## src/rtl/captura_teclas_7.sv

```systemverilog
// Push-button front end for the 7-to-3 encoder: synchronises and debounces
// seven raw lines and presents a registered one-hot code (or zero) with a press pulse.
module captura_teclas_7 #(
  parameter int DEB_CICLOS = 50000,
  parameter int CNT_W      = 16
) (
  input  logic       clk,
  input  logic       rst,
  input  logic [6:0] Botones,
  output logic [6:0] Salida,
  output logic       Valido,
  output logic       Error
);

  typedef enum logic [1:0] {
    REPOSO     = 2'd0,
    FILTRO     = 2'd1,
    PRESIONADO = 2'd2,
    SOLTANDO   = 2'd3
  } estado_t;

  localparam logic [CNT_W-1:0] CNT_MAX = CNT_W'(DEB_CICLOS - 1);
  localparam logic [CNT_W-1:0] CNT_UNO = CNT_W'(1);

  // A code is forwardable only when exactly one key is down.
  function automatic logic es_one_hot(input logic [6:0] v);
    return (v != 7'd0) && ((v & (v - 7'd1)) == 7'd0);
  endfunction

  logic [6:0]       r_s1;
  logic [6:0]       r_s2;
  logic [6:0]       w_sinc;
  estado_t          r_estado;
  estado_t          w_estado_sig;
  logic [6:0]       r_muestra;
  logic [6:0]       w_muestra_sig;
  logic [CNT_W-1:0] r_cnt;
  logic [CNT_W-1:0] w_cnt_sig;
  logic [6:0]       r_salida;
  logic [6:0]       w_salida_sig;
  logic             r_valido;
  logic             w_valido_sig;
  logic             r_error;
  logic             w_error_sig;

  assign w_sinc = r_s2;
  assign Salida = r_salida;
  assign Valido = r_valido;
  assign Error  = r_error;

  // Two-flop synchroniser for the asynchronous button lines.
  always_ff @(posedge clk or posedge rst) begin
    if (rst) begin
      r_s1 <= 7'd0;
      r_s2 <= 7'd0;
    end else begin
      r_s1 <= Botones;
      r_s2 <= r_s1;
    end
  end

  // State, filter sample, counter and registered outputs.
  always_ff @(posedge clk or posedge rst) begin
    if (rst) begin
      r_estado  <= REPOSO;
      r_muestra <= 7'd0;
      r_cnt     <= '0;
      r_salida  <= 7'd0;
      r_valido  <= 1'b0;
      r_error   <= 1'b0;
    end else begin
      r_estado  <= w_estado_sig;
      r_muestra <= w_muestra_sig;
      r_cnt     <= w_cnt_sig;
      r_salida  <= w_salida_sig;
      r_valido  <= w_valido_sig;
      r_error   <= w_error_sig;
    end
  end

  // Debounce FSM: next state and next register values.
  always_comb begin
    w_estado_sig  = r_estado;
    w_muestra_sig = r_muestra;
    w_cnt_sig     = r_cnt;
    w_salida_sig  = r_salida;
    w_valido_sig  = 1'b0;
    w_error_sig   = r_error;
    case (r_estado)
      REPOSO: begin
        w_salida_sig = 7'd0;
        w_error_sig  = 1'b0;
        if (w_sinc != 7'd0) begin
          w_muestra_sig = w_sinc;
          w_cnt_sig     = '0;
          w_estado_sig  = FILTRO;
        end else begin
          w_estado_sig  = REPOSO;
        end
      end
      FILTRO: begin
        if (w_sinc == 7'd0) begin
          w_estado_sig  = REPOSO;
        end else if (w_sinc != r_muestra) begin
          w_muestra_sig = w_sinc;
          w_cnt_sig     = '0;
        end else if (r_cnt < CNT_MAX) begin
          w_cnt_sig     = r_cnt + CNT_UNO;
        end else if (es_one_hot(r_muestra)) begin
          w_salida_sig  = r_muestra;
          w_valido_sig  = 1'b1;
          w_estado_sig  = PRESIONADO;
        end else begin
          w_salida_sig  = 7'd0;
          w_error_sig   = 1'b1;
          w_estado_sig  = PRESIONADO;
        end
      end
      PRESIONADO: begin
        if (w_sinc == 7'd0) begin
          w_cnt_sig    = '0;
          w_estado_sig = SOLTANDO;
        end else begin
          w_estado_sig = PRESIONADO;
        end
      end
      SOLTANDO: begin
        // Any set bit here is release bounce, so the held code stays.
        if (w_sinc != 7'd0) begin
          w_estado_sig = PRESIONADO;
        end else if (r_cnt < CNT_MAX) begin
          w_cnt_sig    = r_cnt + CNT_UNO;
        end else begin
          w_salida_sig = 7'd0;
          w_error_sig  = 1'b0;
          w_estado_sig = REPOSO;
        end
      end
      default: begin
        w_estado_sig = REPOSO;
        w_salida_sig = 7'd0;
        w_error_sig  = 1'b0;
        w_cnt_sig    = '0;
      end
    endcase
  end

endmodule

```

## config.mk

```make
export PLATFORM = sky130hd
export DESIGN_NAME = captura_teclas_7
export DESIGN_NICKNAME = d
export VERILOG_FILES = /design/src/rtl/captura_teclas_7.sv
export SDC_FILE = /design/constraint.sdc
export NUM_CORES = 1
export LEC_CHECK = 0
export ABC_AREA = 1
export BUFFER_PORTS_ARGS = -buffer_cell sky130_fd_sc_hd__buf_4
export CORE_MARGIN = 2
export CORE_UTILIZATION = 60
export CTS_CLUSTER_DIAMETER = 30
export DETAILED_ROUTE_END_ITERATION = 10
export GPL_TIMING_DRIVEN = 0
export MAX_ROUTING_LAYER = met4
export PLACE_DENSITY = 0.76
export SLEW_MARGIN = 40
export SYNTH_ARGS = -nofsm -noshare
export SYNTH_HDL_FRONTEND = slang
export SYNTH_SLANG_ARGS = --single-unit
```

## constraint.sdc

```tcl
create_clock -name clk -period 2.34 [get_ports clk]
set_input_delay 0.117 -clock clk [delete_from_list [all_inputs] [get_ports clk]]
set_output_delay 0.117 -clock clk [all_outputs]
set_load 0.02 [all_outputs]
```

==> results.py <==
metrics = {
    "placed_design": {
        "io_buffers": 17,
        "placed_area_sq_um": 2801,
        "hpwlAfterDp_um": 3611,
        "gp_congestion": 0.8670,
    },
    "critical_path": {
        "critPathLaunchType": "flip-flop",
        "path_cells": "ha_1 -> nand3_2 -> nand2_1 -> nand2_1 -> nand2_1 -> nand2_2 -> nand2_2 -> inv_1 -> nand2_2 -> nor2_1 -> nand2_1 -> nor2_1 -> nor2_1",
        "arrival_ns": 2.05,
        "crit_required_ns": 2.54,
        "cp_max_fo": 6,
        "critical-path-slowest-cell": "dfrtp_1",
        "critical_path_buf_inv_count": 1,
        "path_common_cell": "nand2_1",
        "crit_family": "simple AND/OR/NAND/NOR gates",
        "r2r_cells": 13,
        "worstSetupPathDepth": 13,
        "critPathKind": "flip-flop to flip-flop",
        "slowest_delay_ns": 0.40,
        "r2r_slack_ns": 0.49,
        "endpoint_kind": "flip-flop",
    },
    "die": {
        "num_rows": 23,
        "die_area_sq_um": 4856,
        "design.core.area_sq_um": 4086,
        "die_w_um": 69.69,
        "start_util_pct": 63.35,
        "ios": 18,
        "die_h_um": 69.69,
    },
    "global_route": {
        "gr-usage-met2_pct": 33.76,
        "grt.busiest_layer": "met2",
        "gr-usage-met1_pct": 31.44,
        "grt_util_met3_pct": 3.052,
        "grt_overflow_total": 0,
        "grt_first_pass_wirelength_um": 8590,
        "grt_start_max_net_pins": 30,
        "antenna_found_initial": 0,
        "grt_pass1_vias": 1939,
        "track_usage_pct": 22.43,
    },
    "timing": {
        "hold_viol_final": 0,
        "clock_skew_ns": 0.006876,
        "setup_viol": 0,
        "finalCriticalPeriod_ns": 1.847,
        "worst_slew_pin_slew_ns": 0.3091,
        "fin_crit_sh_pct": 78.95,
        "rsz0062_at_grt": "false",
        "timing.slew.headroom_pct": 79.32,
        "final_max_slew_viol_count": 0,
        "setup_tns_ns": 0,
        "max_freq_ghz": 0.5413,
    },
    "drt": {
        "totalWireLength_um": 4840,
        "first_pass_iters": 4,
        "drtIter0Drc": 141,
        "wl_per_cell_um": 11.55,
        "viasPerCell": 5.014,
        "ant_nets": 0,
        "vias": 2101,
        "drc": 0,
    },
    "clock_tree": {
        "ctsHoldBuffers": 8,
        "clock_sinks": 48,
        "cts_buffers": 5,
        "cts_resized": 0,
        "clockRootBuffer": "clkbuf_8",
        "cts_tree": "yes",
        "clock_path_buffers": 2,
        "htree_levels": 2,
        "post_cts_buffers": 0,
        "clk_latency_ns": 0.30,
        "path_clk_slew_ns": 0.09,
    },
    "yosys": {
        "synth_top_area_share_pct": 46.40,
        "synth_enable_flop_cells": 0,
        "synthCells": 335,
        "seq_area_frac_synth_pct": 46.40,
        "synthArstFlopShare_pct": 100.0,
        "synth_nets": 350,
        "synth.distinct_cells": 29,
        "synth-main-ff-cell": "dfrtp_1",
        "synth.avg_cell_area_sq_um": 7.728,
        "synth_top_cell_by_area": "dfrtp_1",
        "synth_commonest_cells": "95 x nand2_1, 56 x nor2_1, 48 x dfrtp_1",
        "yosys-top-cells-area": "dfrtp_1 46%, nand2_1 14%, nor2_1 8.1%, nand3_1 4.8%, inv_1 4.6%",
        "ys_ff_latch": 48,
        "synth_warnings": 0,
        "syn_area_sq_um": 2589,
        "yosysMostFrequentCell": "nand2_1",
    },
    "layout": {
        "fillCellCount": 344,
        "finalInstanceArea_sq_um": 2974,
        "layout.nets": 383,
        "area.growth.synth_to_final_pct": 14.89,
        "antenna_cells": 0,
        "drive_gt1_share_pct": 16.26,
    },
    "power_and_ir_drop": {
        "cellLeakagePower_nw": 1.533,
        "ir_drop_mv": 0.6361,
        "p_per_area_nw_per_um2": 1018,
    },
    "flow_run": {
        "cap_violations": 0,
    },
    "worst_hold_path": {
        "hold_path.class": "primary input to asynchronous set/reset pin",
    },
    "outcome": {
        "outcome": "finished, final reports clean",
    },
}
## cell type report
cell class | count | area (sq um) | area share (%)
Buffer | 5 | 46.29 | 1.557
Clock buffer | 6 | 82.58 | 2.777
Clock inverter | 2 | 10.01 | 0.3366
Inverter | 37 | 141.4 | 4.754
Multi-Input combinational cell | 245 | 1202 | 40.43
Sequential cell | 48 | 1201 | 40.39
Tap cell | 50 | 62.56 | 2.103
Timing Repair Buffer | 26 | 227.7 | 7.657
## worst reg2reg max path, stage by stage (launching register included)
cell	delay (ns)
dfrtp_1	0.40
ha_1	0.24
nand3_2	0.10
nand2_1	0.06
nand2_1	0.06
nand2_1	0.08
nand2_2	0.12
nand2_2	0.11
inv_1	0.11
nand2_2	0.10
nor2_1	0.15
nand2_1	0.09
nor2_1	0.09
nor2_1	0.04
## cell usage in the layout (no fill, tap or decap), types with 7 or more instances in the layout
cell type / count
inv_1: 31
nand2_2: 9
dfrtp_1: 48
o21ai_1: 7
buf_4: 18
dlygate4sd3_1: 8
a21oi_1: 10
nand2_1: 95
nor2_1: 56
nand3_1: 25
nand4_1: 7
## per-stage QoR
step	utilization (%)	hold WS, ns	worst slack [ns]	std cells	power (W)
CTS	72.78	0.3089	0.5022	419	0.003054
global placement	68.00	0.2263	0.5053	402	0.002487
global route	72.78	0.3265	0.2641	419	0.003287
finish	72.78	0.3139	0.4927	419	0.003027
floorplan	-	0.1484	0.7472	335	0.002219
detailed placement	68.55	0.08220	0.5210	403	0.002539
## report_power, final
part           leakage (nW)  switching (W)  internal (W)
clock                0.0510       0.000265      0.000236
combinational         0.866       0.000895      0.000536
sequential            0.616       0.000135      0.000960
total                  1.53        0.00129       0.00173
## logic make-up after synthesis
family                     after synthesis  synth area share [%]
AOI/OAI and AO/OA                       28                 6.284
adders and majority gates                6                 2.900
and+or+nand+nor                        208                 36.25
DFF                                     48                 46.40
xor gates and xnor gates                 3                 1.015
buffers and inverters                   42                 7.153
## flip-flops by register name (all words and copies together) (netlist names), named ones only
| name | cells |
|---|---|
| r_s1 | 7 |
| r_s2 | 7 |
| r_muestra | 7 |
| Salida | 7 |
| r_estado | 1 |
| Valido | 1 |
| r_cnt | 16 |
| Error | 1 |
## metal layers
layer	share of wire [%]	routed length (um)
met4	1.3	63
met2	45	2172
met1	51	2472
met3	2.7	131
met5	0	0
## final timing paths
kind / startpoint / endpoint
worst max-delay path: r_cnt[0] / r_cnt[11]
worst min-delay path: rst / r_muestra[0]
worst max register to register: r_cnt[0] / r_cnt[11]
worst min register to register: r_s1[1] / r_s2[1]
max in group asynchronous: rst / r_muestra[5]
min in group clk: r_s1[1] / r_s2[1]
Power figures use the tool's default switching activity.
